File: src/rtl/mul64_shift_add_seq.sv
// Sequential unsigned WIDTH x WIDTH -> 2*WIDTH shift-add multiplier controller.
// Drives an external combinational WIDTH-bit adder each cycle and registers
// its sum and carry-out into a (2*WIDTH+1)-bit right-shifting accumulator.
//
// Ports:
//   clk, reset            rising-edge clock, asynchronous active-high reset
//   start                 request pulse, accepted only in IDLE or DONE
//   multiplicand          operand A, captured on accepted start
//   multiplier            operand B, captured on accepted start
//   busy                  high while iterating
//   done                  one-cycle pulse when product_lo/product_hi are valid
//   product_lo/hi         low/high halves of A*B, held until the next result
//   add_a/add_b/add_c_in  operands to the external adder
//   add_sum/add_c_out     results from the external adder
module mul64_shift_add_seq #(
  parameter int unsigned WIDTH = 64,
  parameter int unsigned CNT_W = 7
) (
  input  logic             clk,
  input  logic             reset,
  input  logic             start,
  input  logic [WIDTH-1:0] multiplicand,
  input  logic [WIDTH-1:0] multiplier,
  output logic             busy,
  output logic             done,
  output logic [WIDTH-1:0] product_lo,
  output logic [WIDTH-1:0] product_hi,
  output logic [WIDTH-1:0] add_a,
  output logic [WIDTH-1:0] add_b,
  output logic             add_c_in,
  input  logic [WIDTH-1:0] add_sum,
  input  logic             add_c_out
);

  localparam logic [CNT_W-1:0] LAST_CNT = CNT_W'(WIDTH - 1);

  typedef enum logic [1:0] {
    IDLE = 2'd0,
    RUN  = 2'd1,
    DONE = 2'd2
  } state_t;

  state_t           state_q, state_d;
  logic [WIDTH-1:0] mcand_q, mcand_d;
  logic [WIDTH-1:0] acc_hi_q, acc_hi_d;
  logic [WIDTH-1:0] acc_lo_q, acc_lo_d;
  logic [CNT_W-1:0] cnt_q, cnt_d;
  logic [WIDTH-1:0] prod_lo_d, prod_hi_d;
  logic             busy_d, done_d;

  // Adder operands: add the multiplicand only when the current multiplier bit is set.
  assign add_a    = acc_hi_q;
  assign add_b    = acc_lo_q[0] ? mcand_q : '0;
  assign add_c_in = 1'b0;

  // State and datapath registers.
  always_ff @(posedge clk or posedge reset) begin
    if (reset) begin
      state_q    <= IDLE;
      mcand_q    <= '0;
      acc_hi_q   <= '0;
      acc_lo_q   <= '0;
      cnt_q      <= '0;
      product_lo <= '0;
      product_hi <= '0;
      busy       <= 1'b0;
      done       <= 1'b0;
    end else begin
      state_q    <= state_d;
      mcand_q    <= mcand_d;
      acc_hi_q   <= acc_hi_d;
      acc_lo_q   <= acc_lo_d;
      cnt_q      <= cnt_d;
      product_lo <= prod_lo_d;
      product_hi <= prod_hi_d;
      busy       <= busy_d;
      done       <= done_d;
    end
  end

  // Next-state and datapath update.
  always_comb begin
    state_d   = state_q;
    mcand_d   = mcand_q;
    acc_hi_d  = acc_hi_q;
    acc_lo_d  = acc_lo_q;
    cnt_d     = cnt_q;
    prod_lo_d = product_lo;
    prod_hi_d = product_hi;

    case (state_q)
      IDLE, DONE: begin
        if (start) begin
          mcand_d  = multiplicand;
          acc_lo_d = multiplier;
          acc_hi_d = '0;
          cnt_d    = '0;
          state_d  = RUN;
        end else begin
          state_d  = IDLE;
        end
      end
      RUN: begin
        // Carry-out becomes the new MSB so the 2*WIDTH+1 bit partial sum is never truncated.
        {acc_hi_d, acc_lo_d} = {add_c_out, add_sum, acc_lo_q[WIDTH-1:1]};
        cnt_d = cnt_q + CNT_W'(1);
        if (cnt_q == LAST_CNT) begin
          prod_hi_d = add_c_out ? {1'b1, add_sum[WIDTH-1:1]} : {1'b0, add_sum[WIDTH-1:1]};
          prod_lo_d = {add_sum[0], acc_lo_q[WIDTH-1:1]};
          state_d   = DONE;
        end
      end
      default: state_d = IDLE;
    endcase

    busy_d = (state_d == RUN);
    done_d = (state_d == DONE);
  end

endmodule

File: config.mk
export PLATFORM = sky130hd
export DESIGN_NAME = mul64_shift_add_seq
export DESIGN_NICKNAME = d
export VERILOG_FILES = /design/src/rtl/mul64_shift_add_seq.sv
export SDC_FILE = /design/constraint.sdc
export NUM_CORES = 1
export LEC_CHECK = 0
export BUFFER_PORTS_ARGS = -buffer_cell sky130_fd_sc_hd__buf_2
export CAP_MARGIN = 20
export CORE_AREA = 2 2 232 234
export DETAILED_ROUTE_END_ITERATION = 8
export DIE_AREA = 0 0 234 236
export PLACE_DENSITY = 0.42
export SYNTH_ARGS = -nofsm -noshare
export SYNTH_HDL_FRONTEND = slang
export SYNTH_SLANG_ARGS = --single-unit
File: constraint.sdc
create_clock -name clk -period 16.2 [get_ports clk]
set_input_delay 3.24 -clock clk [delete_from_list [all_inputs] [get_ports clk]]
set_output_delay 3.24 -clock clk [all_outputs]
set_load 0.03 [all_outputs]
Yosys cells after proc, flatten, opt, wreduce, memory -nomap -nowiden:

Index checks and enable logic that the tools add are counted.

* add/sub/neg operators: 1
* eq/ne operators: 6
* mux-type cells: 11
* reductions and logical operators: 6

Operator list (number)
* 2-to-1 mux 64 bit: 4
* one-hot mux 64 bit (2 select lines): 2
* one-hot mux 7 bit (2 select lines): 1
* adder 7 x 1 -> 7 bit, second input constant: 1
* equality test 7 x 6 -> 1 bit, second input constant: 1
* 2-to-1 mux 7 bit: 1
* AND reduction 2 bit: 3
* equality test 2 x 1 -> 1 bit, second input constant: 2
* equality test 2 bit, second input constant: 2
* one-hot mux 2 bit (2 select lines): 1
* zero test 2 bit: 1
* 2-to-1 mux 2 bit: 1
* != test 2 bit, second input constant: 1
* nonzero test 2 bit: 1
* OR reduction 2 bit: 1
* 2-to-1 mux 1 bit: 1

* register bits after elaboration: 331
* input port bits: 196
* word-level logic and storage cells: 33

Longest topological paths before layout:

* depth after elaboration: 4
* gate-level depth with buffers: 6
* gate-level depth less buffers: 4

Least setup slack after synthesis:

Ideal clock, no wire load.

* path kind: reg2out
* from: register acc_lo_q[0]
* to: output add_b[10]
* data arrival time: 1.073 ns
* slack: 11.887 ns
* stages on the path, launching flop included: 4
* path buffers: 2
* cell sequence: dfrtp_1 > clkbuf_1 > clkbuf_1 > and2_1

* longest elaborated chain between the ends: 1

RTL lines
* start: declaration: RTL line 46 `logic [WIDTH-1:0] acc_lo_q, acc_lo_d;`
* start signal: assignment: RTL line 72 `acc_lo_q <= acc_lo_d;`
* 2-to-1 mux 64 bit: RTL line 53 `assign add_b = acc_lo_q[0] ? mcand_q : '0;`
* end: declaration: RTL line 29 `output logic [WIDTH-1:0] add_b,`

Every way passes these cells.

Final worst setup path:

* from: register acc_lo_q[0]
* to: output add_b[47]

The elaborated chain is that of the path after synthesis.

==> results.txt <==
- Number of global-route vias before repair: 9,694
- Final min period: 5080 ps
- The floorplan step defined a die boundary enclosing 55,200 µm².
* Antenna violations before repair: 10
- Peak VDD IR: 70.7 µV
- The cell count after synthesis came out at 1,011.
- Dividing total power by cell area gives a power density of 172 nW/µm².
* Initial drt markers: 507
- Largest stage delay on the critical path: 450 ps
- Max clock buf depth: 3
* Setup repair after global routing missed its margin: false
* #FFs+latches synth: 331
- First-pass GRT wire length: 59,400 µm
- Measured along the x axis, the die boundary spans 234 µm.
- Setup violation total in the final timing report: 0
- By startpoint and endpoint, the worst setup path is classified as flip-flop to output pin.
- Routed wire length: 39,000 µm
* Arrival @ worst endpoint: 1840 ps
- Max stage delay cell, worst path: buf_4
* Pin count of the biggest net entering global routing: 154
- Num CTS Buffers: 40
* Total global-route track usage: 13.8%
- Overflow left after global routing: 0
- Pre-antenna DRT Iters: 5
- The share of the Yosys chip area taken by registers is 63.5%.
- The number of cells on the worst reg-to-reg path is 5.
- NumNets Final: 1,642
* Highest net fanout along the worst path: 64
- Maximum clock rate: 197 MHz
- Clock H-tree levels: 2
* Count of input and output buffers: 453
* Worst Setup Start Kind: flip-flop
- Non-filler instance count after layout: 2,171
- After detailed routing, the average wire length per cell comes to 18.0 µm.
* Placer's final routability congestion estimate: 0.750
* Critical Path RT: 12,960 ps
- Post-synthesis instance area: 13,100 µm²
- Setup TNS: 0 ps
* Worst Setup End Kind: output pin
- # Post-CTS Setup Buffers: 0
* Least-Margin Pin Slew: 993 ps
* Final worst path period share: 31.3%
- Standard-cell row count: 85
- Layout overhead on the synthesized area: 31.6%
- The path class of the tightest hold or removal check is flip-flop to flip-flop.
- Maxcap violations: 0
- The filler cells instantiated in the layout total 5,425.
* Setup clock skew after layout: 12.2 ps
* Initial Utilization: 24.6%
- Once detailed placement completed, the half-perimeter wirelength came to 25,600 µm.
- Worst reg-to-reg setup slack: 13,290 ps
* Yosys warns: 0
* Clock Sinks: 331
* Die Height: 236 µm
* Quantity of gates resized following cts: 0
- The number of max-slew violations in the final report was 0.
- Count of vias placed by the detailed router: 9,508
- Source-to-sink clock delay at the later pin of the worst-skew pair: 540 ps
- Antenna Violating Nets Remaining: 0
- The run finished with clean final reports.
* Hold Buf Count CTS: 0
* Count of endpoints failing hold in the final timing report: 0
* Worst Hold Path Cells: 2
- Clk Tree Root Cell: clkbuf_16
- Fraction of final layout cells with drive strength greater than 1: 37.9%
* Synthesized area per cell: 12.9 µm²
- Drc violations: 0
- Yosys mapped the design onto 26 distinct sky130hd cell types.
- TritonCTS built the clock tree.
- In this run the tightest slew margin relative to its limit is 33.8%.
- The core region is 53,100 µm².
- In this run the count of I/O pins placed on the die edge is 455.
- Clock-pin slew was measured on the worst setup and hold paths at 50 ps.
- Synth Net Count: 1,208
- In this run, placement finished with an instance count of 2,099.
- Cell-by-cell trace of the critical path: buf_4 -> and2_1 -> buf_2
- In this run the static leakage power is 8.94 nW.
- In the routed layout, each cell is associated on average with a via count of 4.38.
critical path: cells and delay by family, from the launching register on:
kind	cells	cell delay, ps
and+or+nand+nor	1	240
DFF	1	340
buffers and inverters	2	650
registers in the layout (all words and copies together), names as in the netlist:
| name | count |
|---|---|
| acc_lo_q | 64 |
| add_a | 64 |
| mcand_q | 64 |
| product_hi | 64 |
| product_lo | 64 |
| cnt_q | 7 |
| state_q | 2 |
| busy | 1 |
| done | 1 |
synth_stat cells:
cell	instances	share of area, %
dfrtp_1	331	63
nand2_1	198	5.7
a22o_1	129	8.7
mux2_1	100	8.6
a21o_1	64	3.7
and2_1	64	3.1
clkbuf_1	30	0.86
mux2_2	30	2.6
buf_2	26	1.0
buf_6	10	0.86
buf_1	5	0.14
mux2i_1	3	0.23
buf_4	2	0.12
nand2b_1	2	0.096
nand3_1	2	0.077
nand4_1	2	0.096
nor2b_1	2	0.096
o211ai_1	2	0.12
o31ai_1	2	0.12
conb_1	1	0.029
ha_1	1	0.096
inv_1	1	0.029
nand4b_2	1	0.12
nor2_1	1	0.029
nor3_1	1	0.038
nor3_2	1	0.077
power breakdown:
part | leakage (nW) | total (mW) | internal [mW] | switching [mW]
Sequential | 4.03 | 1.20 | 1.05 | 0.144
Clock | 0.604 | 0.851 | 0.506 | 0.345
Combinational | 4.31 | 0.901 | 0.345 | 0.555
final cells by class:
type | instances | area, µm² | area share (%)
Multi-Input combinational cell | 606 | 4410 | 25.7
Tap cell | 696 | 871 | 5.07
Clock inverter | 9 | 72.6 | 0.422
Sequential cell | 331 | 8280 | 48.2
Clock buffer | 59 | 1150 | 6.72
Antenna cell | 4 | 10.0 | 0.0583
Inverter | 1 | 11.3 | 0.0656
Timing Repair Buffer | 465 | 2370 | 13.8
per-stage QoR:
stage               power, mW  instance area (µm²)  util, %  worst slack (ps)  hold slack [ps]
global route             3.14                17200     32.4             10980              487
finish                   2.95                17200     32.4             11120              462
CTS                      3.01                17200     32.3             11030              468
global placement         2.12                15900     30.0             10740              450
floorplan                1.84                13100        -              3790              437
detailed placement       2.13                15900     30.0             10770              454
logic make-up (layout without fill, tap and decap cells):
| logic type | count (synthesis) | count (layout) | share of synthesized area, % |
|---|---|---|---|
| compound gates | 197 | 197 | 12.6 |
| flops | 331 | 331 | 63.5 |
| fa+ha+maj | 1 | 1 | 0.0959 |
| buf+inv | 74 | 534 | 3.01 |
| simple gates | 274 | 274 | 9.39 |
| other cells | 1 | 5 | 0.0287 |
| mux | 133 | 133 | 11.4 |
final timing paths:
path                                  start              to
worst max-delay path            acc_lo_q[0]       add_b[47]
worst min-delay path            mcand_q[37]     mcand_q[37]
worst max register to register     cnt_q[0]   product_hi[1]
worst min register to register  mcand_q[37]     mcand_q[37]
max in group asynchronous             reset  product_lo[20]
min in group asynchronous             reset  product_hi[36]
metal layers:
| layer | track usage [%] | vias up | routed length (µm) | part of all wire (%) |
|---|---|---|---|---|
| li1 | - | 4393 | - | - |
| met1 | 16.7 | 4756 | 16000 | 41 |
| met3 | 5.10 | 65 | 3320 | 8.5 |
| met5 | 0 | - | 80 | 0.21 |
| met4 | 3.74 | 12 | 834 | 2.1 |
| met2 | 22.9 | 282 | 18800 | 48 |
cells in the final DEF, fill, tap and decap left out, drive strengths merged:
cell | Yosys | routed
o31ai | 2 | 2
nor2 | 1 | 1
buf | 43 | 465
clkbuf | 30 | 59
dfrtp | 331 | 331
and2 | 64 | 64
bufinv | 0 | 1
a22o | 129 | 129
nor3 | 2 | 2
conb | 1 | 1
a21o | 64 | 64
nand4b | 1 | 1
inv | 1 | 1
nand3 | 2 | 2
clkinvlp | 0 | 1
mux2 | 130 | 130
o211ai | 2 | 2
nand4 | 2 | 2
ha | 1 | 1
diode | 0 | 4
clkinv | 0 | 7
mux2i | 3 | 3
nand2 | 198 | 198
nor2b | 2 | 2
nand2b | 2 | 2
Power figures use the tool's default switching activity.
